`src/rtl/cfeb_sync_pkg.sv`:
```
// Shared constants for CFEB frame-marker alignment: K-characters and lane state encoding.
package cfeb_sync_pkg;

   localparam logic [7:0] K_BC = 8'hBC;
   localparam logic [7:0] K_FC = 8'hFC;

   localparam logic [1:0] StIdle   = 2'd0;
   localparam logic [1:0] StHunt   = 2'd1;
   localparam logic [1:0] StVerify = 2'd2;
   localparam logic [1:0] StDone   = 2'd3;

   function automatic logic [7:0] sat_inc8(input logic [7:0] v);
      return (v == 8'hFF) ? v : v + 8'd1;
   endfunction

endpackage

```
`src/rtl/cfeb_resync_align_lane.sv`:
```
// One CFEB link: hunts for the FC separator, verifies the BC/FC cadence, then tracks it and
// counts cadence errors after lock.
module cfeb_resync_align_lane
   import cfeb_sync_pkg::*;
#(
   parameter int unsigned MarkerPeriod = 128,
   parameter int unsigned NLock        = 3
) (
   input  logic       clock,
   input  logic       global_reset_n,
   input  logic       resync_i,
   input  logic       enable_i,
   input  logic       link_good_i,
   input  logic [7:0] kchar_i,
   output logic       sync_done_o,
   output logic [7:0] err_o
);

   localparam logic [7:0] LastPhase = 8'(MarkerPeriod - 1);
   localparam logic [3:0] LockHits  = 4'(NLock);

   logic [1:0] state_q, state_d;
   logic [7:0] phase_q, phase_d;
   logic [3:0] hits_q, hits_d;
   logic [7:0] err_q, err_d;
   logic       done_q, done_d;

   logic [7:0] phase_next;
   logic [3:0] hits_inc;
   logic       match;
   logic       fc_match;

   // With MarkerPeriod=256 LastPhase is 255, so the wrap falls out of the 8-bit compare.
   assign phase_next = (phase_q == LastPhase) ? 8'd0 : phase_q + 8'd1;
   assign hits_inc   = hits_q + 4'd1;
   assign match      = (kchar_i == ((phase_q == 8'd0) ? K_FC : K_BC));
   assign fc_match   = match && (phase_q == 8'd0);

   always_comb begin
      state_d = state_q;
      phase_d = phase_q;
      hits_d  = hits_q;
      err_d   = err_q;
      if (!enable_i || !link_good_i) begin
         state_d = StIdle;
         phase_d = 8'd0;
         hits_d  = 4'd0;
      end else if (resync_i) begin
         state_d = StHunt;
         phase_d = 8'd0;
         hits_d  = 4'd0;
         err_d   = 8'd0;
      end else begin
         case (state_q)
            StIdle: state_d = StHunt;
            StHunt: begin
               if (kchar_i == K_FC) begin
                  phase_d = 8'd1;
                  hits_d  = 4'd1;
                  state_d = (LockHits == 4'd1) ? StDone : StVerify;
               end
            end
            StVerify: begin
               if (match) begin
                  phase_d = phase_next;
                  if (fc_match) begin
                     hits_d = hits_inc;
                     if (hits_inc == LockHits) state_d = StDone;
                  end
               end else begin
                  state_d = StHunt;
                  phase_d = 8'd0;
                  hits_d  = 4'd0;
               end
            end
            StDone: begin
               phase_d = phase_next;
               if (!match) err_d = sat_inc8(err_q);
            end
            default: state_d = StIdle;
         endcase
      end
   end

   assign done_d = (state_d == StDone);

   always_ff @(posedge clock or negedge global_reset_n) begin
      if (!global_reset_n) begin
         state_q <= StIdle;
         phase_q <= 8'd0;
         hits_q  <= 4'd0;
         err_q   <= 8'd0;
         done_q  <= 1'b0;
      end else begin
         state_q <= state_d;
         phase_q <= phase_d;
         hits_q  <= hits_d;
         err_q   <= err_d;
         done_q  <= done_d;
      end
   end

   assign sync_done_o = done_q;
   assign err_o       = err_q;

endmodule

```
`src/rtl/cfeb_resync_align.sv`:
```
// Per-fiber frame-marker alignment after a TTC resync for the CFEB optical links.
module cfeb_resync_align
   import cfeb_sync_pkg::*;
#(
   parameter int unsigned MXCFEB        = 5,
   parameter int unsigned MARKER_PERIOD = 128,
   parameter int unsigned NLOCK         = 3
) (
   input  logic                  clock,
   input  logic                  global_reset_n,
   input  logic                  ttc_resync,
   input  logic [7:0]            cfeb0_kchar,
   input  logic [7:0]            cfeb1_kchar,
   input  logic [7:0]            cfeb2_kchar,
   input  logic [7:0]            cfeb3_kchar,
   input  logic [7:0]            cfeb4_kchar,
   input  logic [MXCFEB-1:0]     cfeb_fiber_enable,
   input  logic [MXCFEB-1:0]     link_good,
   output logic [MXCFEB-1:0]     cfeb_sync_done,
   output logic [8*MXCFEB-1:0]   cfeb_align_err
);

   logic [7:0]        kchar [MXCFEB];
   logic [MXCFEB-1:0] done_raw;

   assign kchar[0] = cfeb0_kchar;
   assign kchar[1] = cfeb1_kchar;
   assign kchar[2] = cfeb2_kchar;
   assign kchar[3] = cfeb3_kchar;
   assign kchar[4] = cfeb4_kchar;

   for (genvar i = 0; i < MXCFEB; i++) begin : g_lane
      cfeb_resync_align_lane #(
         .MarkerPeriod (MARKER_PERIOD),
         .NLock        (NLOCK)
      ) u_lane (
         .clock          (clock),
         .global_reset_n (global_reset_n),
         .resync_i       (ttc_resync),
         .enable_i       (cfeb_fiber_enable[i]),
         .link_good_i    (link_good[i]),
         .kchar_i        (kchar[i]),
         .sync_done_o    (done_raw[i]),
         .err_o          (cfeb_align_err[8*i +: 8])
      );

      // A disabled fiber must not hold off the downstream &cfeb_sync_done, even in reset.
      assign cfeb_sync_done[i] = done_raw[i] | ~cfeb_fiber_enable[i];
   end

endmodule

```
`config.mk`:
```
export PLATFORM = sky130hd
export DESIGN_NAME = cfeb_resync_align
export DESIGN_NICKNAME = d
export VERILOG_FILES = /design/src/rtl/cfeb_sync_pkg.sv /design/src/rtl/cfeb_resync_align_lane.sv /design/src/rtl/cfeb_resync_align.sv
export SDC_FILE = /design/constraint.sdc
export NUM_CORES = 1
export LEC_CHECK = 0
export CORE_ASPECT_RATIO = 0.8
export CORE_UTILIZATION = 29
export CTS_CLUSTER_DIAMETER = 150
export DETAILED_ROUTE_END_ITERATION = 16
export GPL_ROUTABILITY_DRIVEN = 0
export PLACE_DENSITY_LB_ADDON = 0.05
export REMOVE_ABC_BUFFERS = 1
export SLEW_MARGIN = 30
export SYNTH_ARGS = -nofsm -noshare
export SYNTH_HDL_FRONTEND = slang
export SYNTH_SLANG_ARGS = --single-unit
```
`constraint.sdc`:
```
create_clock -name clock -period 2.7 [get_ports clock]
set_input_delay 0.81 -clock clock [delete_from_list [all_inputs] [get_ports clock]]
set_output_delay 0.81 -clock clock [all_outputs]
set_load 0.02 [all_outputs]
```
==> Word level (Yosys, flattened, before mapping) <==
Index checks and enable logic that the tools add are counted.
{ "op_classes": {"n_addsub": 15, "eq_ne": 65, "mux": 120, "n_bitwise": 15, "reduce_logical": 60} }
{ "ops": {"columns": ["cell", "count"], "rows": [
  ["$mux W8", 45],
  ["$pmux W8 S3", 5],
  ["$mux W4", 25],
  ["$add A8 B1 Y8 const B", 10],
  ["$eq A8 B8 Y1 const B", 10],
  ["$mux W2", 30],
  ["$eq A8 B7 Y1 const B", 5],
  ["$eq A8 B8 Y1", 5],
  ["$logic_not A8 Y1", 5],
  ["$pmux W4 S2", 5],
  ["$mux W7", 5],
  ["$eq A2 B2 Y1 const B", 15],
  ["$pmux W2 S3", 5],
  ["$ne A5 B5 Y1 const B", 5],
  ["$reduce_bool A5 Y1", 5],
  ["$add A4 B1 Y4 const B", 5],
  ["$eq A4 B2 Y1 const B", 5],
  ["$ne A2 B2 Y1 const B", 10],
  ["$ne A4 B2 Y1 const B", 5],
  ["$reduce_and A4 Y1", 5],
  ["$reduce_bool A4 Y1", 5],
  ["$reduce_and A3 Y1", 5],
  ["$eq A2 B1 Y1 const B", 5],
  ["$logic_not A1 Y1", 10],
  ["7 further kinds", 40]
]} }
{ "word_totals": {"ff_bits": 115, "inputBits": 53, "output_inout_bits": 45} }

==> Depth between registers and ports, before layout <==
{ "logic_depth": {"ltp_word": 10, "mapped_depth": 8} }

==> Hierarchy <==
From an unflattened synthesis, not the netlist that was laid out.
{ "unflattened": {"hier_cells": 968, "area_unflattened_um2": 8257.9} }
{ "modules_own_cells": {"columns": ["mod", "instances", "cells_per_inst", "area_per_inst_um2", "seq_area_each_um2"], "rows": [
  ["cfeb_resync_align_lane (g_lane[0].u_lane ...)", 3, 190, 1611.5, 575.6],
  ["cfeb_resync_align_lane (g_lane[4].u_lane)", 1, 202, 1788.0, 575.6],
  ["cfeb_resync_align_lane (g_lane[1].u_lane)", 1, 191, 1604.0, 575.6],
  ["cfeb_resync_align", 1, 5, 31.3, 0.0]
]} }

==> Least setup slack after synthesis <==
Ideal clock, no wire load.
{ "synth_timing": {"path_type": "input port to flip-flop", "start": "input cfeb2_kchar[1]", "end": "register g_lane[2].u_lane.phase_q[2]", "t_arrival_ns": 2.468, "path_slack_ns": 0.128, "cell_stages": 5, "path_buffers": 0, "path_cell_list": "or3b_2 -> nor2_1 -> a31oi_1 -> or4b_2 -> o311ai_1"} }
{ "synth_between": {"elab_chain_cells": 5, "word_cells_on_any_way": 8, "classes_between": "eq/ne: 3; mux: 4; reduce/logical: 1"} }
{ "synth_rtl": {"columns": ["item", "line", "text"], "rows": [
  ["from (decl)", "cfeb_resync_align.sv:14", "input logic [7:0] cfeb2_kchar,"],
  ["$eq A8 B8 Y1", "cfeb_resync_align_lane.sv:36", "assign match = (kchar_i == ((phase_q == 8'd0) ? K_FC : K_BC));"],
  ["$mux W8", "cfeb_resync_align_lane.sv:64", "if (match) begin"],
  ["$pmux W8 S3", "cfeb_resync_align_lane.sv:54", "case (state_q)"],
  ["$mux W8", "cfeb_resync_align_lane.sv:48", "end else if (resync_i) begin"],
  ["$mux W8", "cfeb_resync_align_lane.sv:44", "if (!enable_i || !link_good_i) begin"],
  ["to (signal assigned)", "cfeb_resync_align_lane.sv:96", "phase_q <= phase_d;"],
  ["to (decl)", "cfeb_resync_align_lane.sv:23", "logic [7:0] phase_q, phase_d;"]
]} }
Parallel ways exist; a longest one is shown, timed or not.
A chain may end at the register's enable or synchronous reset.

==> Final worst setup path <==
{ "layout_timing": {"start": "input cfeb2_kchar[2]", "end": "register g_lane[2].u_lane.phase_q[2]"} }
Same word-level chain as after synthesis.

==> metrics.txt <==
Yosys Warn Count=0; postcts setup bufs=0; Clock Latency Late Sink=0.42 ns; global-route wire length before repair=between 30 and 40 mm; top cells by count, synth=dfrtp_1 (115), nand2_1 (98), nand3_1 (53); Initial Util=29.78%; Synth area leader=dfrtp_1; IO Port Bufs=97; die area=roughly 27000 um^2; Post-CTS Resized=5; fin worst setup slack=~0.16 ns; Nets=between 1000 and 1500; Final Hold Fails=0; clock tree from TritonCTS=yes; Hold Buf Count CTS=0; Reg clk slew, reported paths=0.06 ns; Remaining Overflow, GRT=0; routed vias/inst=just over 5; Post-Syn Area=between 7000 and 8000 um^2; met3 usage=~3.3%; sequential fraction of the synthesis area=~38%; setup violators final=0; met2 Usage GRT=around 23%; Tot GR Track Use=16.36%; IO Count=98; Period Utilization, post-route=between 90 and 100%; Post-Route WL=about 21 mm; 1st-iter DRT viols=400; Synth area leaders=dfrtp_1 (38%), nand2_1 (4.8%), ha_1 (4.1%); Clock Sinks=115; largest net degree at the start of global routing=77; DR DRC count=0; DPL Wire Length=about 16 mm; outcome=complete, no violations; ys async rst share=100.0%; Peak Freq=approximately 390 MHz; Num CTS Buffers=17; Worst EP required=roughly 3 ns; Antenna Cells=0; Setup Crit Path Kind=input pin to flop; worst clock skew=about 0.013 ns; maximum vdd drop=approximately 0.44 mV; Final Instance Count excl. Fillers=~1400; count of flip-flops with a built-in enable after synthesis=0; worst slack, placed=-0.1960 ns; fin crit period=2.536 ns; Synth Flop Type=dfrtp_1; Die W=182.9 um; via count=a little over 7000; Antenna Violating Nets Remaining=0; Die Y=146.8 um; Slew @ Worst Pin=between 0.8 and 0.9 ns; Avg Inst Size Synth=roughly 9 um^2; Avg WL per Cell=between 15 and 20 um; Cells after Synth=between 800 and 900; initial antenna violation count=0; Fill cells=approximately 2600; core box area=roughly 26000 um^2; HP Class=input pin to async pin; RSZ-0062 raised after global routing=false; Final Max Slew Viols=0; most frequent cell after synthesis=dfrtp_1; CP Max Fanout=5; unique cell type count in the Yosys netlist=a little over 80; Critical Path End Type=flop; P&R area growth vs syn=33.73%; Arr. time, crit path=2.83 ns; GR Layer Usage met1=around 25%; Cell Pwr Density=453.2 nW/um^2; root buffer cell=clkbuf_16; vias in the first global route=just under 7000; Slew HR=45.79%; crit path launch type=input pin; drt pass-1 iters=5; htree depth=4; row count=52; maxcap violations=0; P_leak=roughly 4.3 nW; number of synthesized register bits=115; worst-case clock buffer depth=2; total placed cells including tap cells=roughly 1400; Top Usage Layer GRT=met1; share of the synthesized area in the top cell type=37.89%; ratio of cells with drive above 1 in the final layout=14.79%
-- worst max-delay path, cell delays in order --
cell and delay, ns:
clkdlybuf4s50_1 0.44, or3b_2 0.48, nor2_1 0.17, a31oi_1 0.14
or3_1 0.48, o311ai_1 0.30
-- stage by stage --
stage | total power [mW] | TNS (ns) | area, um^2 | utilization (%) | hold slack, ns
2_1_floorplan | 2.127 | -0.02248 | 7467 | - | 0.4921
3_3_place_gp | 2.520 | -6.056 | 9615 | 37.70 | 0.5407
3_5_place_dp | 2.518 | -5.418 | 9615 | 37.70 | 0.5349
4_1_cts | 4.699 | 0 | 10160 | 39.83 | 0.3628
5_1_grt | 4.843 | 0 | 10160 | 39.83 | 0.3755
6_report | 4.604 | 0 | 10160 | 39.83 | 0.3721
-- logic make-up (layout without fill, tap and decap cells) --
family,after synthesis,count (layout),synth area share [%]
adder cells (fa/ha/maj),25,25,4.118
XOR/XNOR,22,22,2.537
flip-flops,115,115,37.89
buffers and inverters,61,252,3.228
multiplexers,15,15,1.977
AO/OA/AOI/OAI,213,213,20.41
AND/OR/NAND/NOR,413,413,29.85
-- layout make-up --
type	instances	area [um^2]	share of cell area (%)
clock inverters	9	81.33	0.8006
clock buffers	23	467.9	4.606
well taps	351	439.2	4.323
flip-flops and latches	115	2878	28.33
repair buffers	189	1703	16.76
inverters	31	116.4	1.145
multi-input cells	688	4473	44.03
-- report_power, final --
part           total, mW  switching (mW)  internal [mW]
clock               2.12           0.816           1.31
sequential          1.88          0.0987           1.78
combinational      0.605           0.306          0.299
total               4.60            1.22           3.38
-- final timing paths --
check / startpoint / slack [ns] / to / depth (start not counted)
hold reg to reg: g_lane[2].u_lane.phase_q[1] / 0.54 / g_lane[2].u_lane.phase_q[1] / 1
setup / recovery: cfeb2_kchar[2] / 0.16 / g_lane[2].u_lane.phase_q[2] / 6
max in group asynchronous: global_reset_n / 1.90 / g_lane[0].u_lane.state_q[0] / 2
min in group clock: g_lane[2].u_lane.phase_q[1] / 0.54 / g_lane[2].u_lane.phase_q[1] / 1
setup reg to reg: g_lane[0].u_lane.phase_q[0] / 0.17 / g_lane[0].u_lane.phase_q[5] / 8
hold / removal: global_reset_n / 0.37 / g_lane[2].u_lane.phase_q[6] / 2
-- cells in the final DEF, fill, tap and decap left out, types with 8 or more instances in the layout --
cell	instances
nor2_1	46
nor4_1	14
a21o_1	17
buf_4	89
nand2b_1	29
dfrtp_1	115
xor2_1	13
o21ai_0	32
and2_1	8
a31oi_1	20
clkbuf_16	17
xnor2_1	9
nor3b_1	11
o31ai_1	8
nand2_1	98
mux2i_1	15
or3b_2	9
inv_1	31
or3_1	8
clkdlybuf4s50_1	91
a21oi_1	29
nand3_1	53
ha_1	25
nand4_1	29
nor2b_1	11
nor3_1	33
and3_1	16
a211oi_1	13
-- state kept, by name, indices dropped and copies added, names as in the netlist --
register,count
g_lane.u_lane.hits_q,20
g_lane.u_lane.err_o,40
g_lane.u_lane.sync_done_o,5
g_lane.u_lane.state_q,10
g_lane.u_lane.phase_q,40
-- layer usage --
metal | share of wire, % | wire length [um]
met5 | 0 | 0
met3 | 3.7 | 790
met2 | 41 | 8693
met1 | 54 | 11380
met4 | 1.3 | 283
Note: power is estimated with default switching activity, not from simulation.
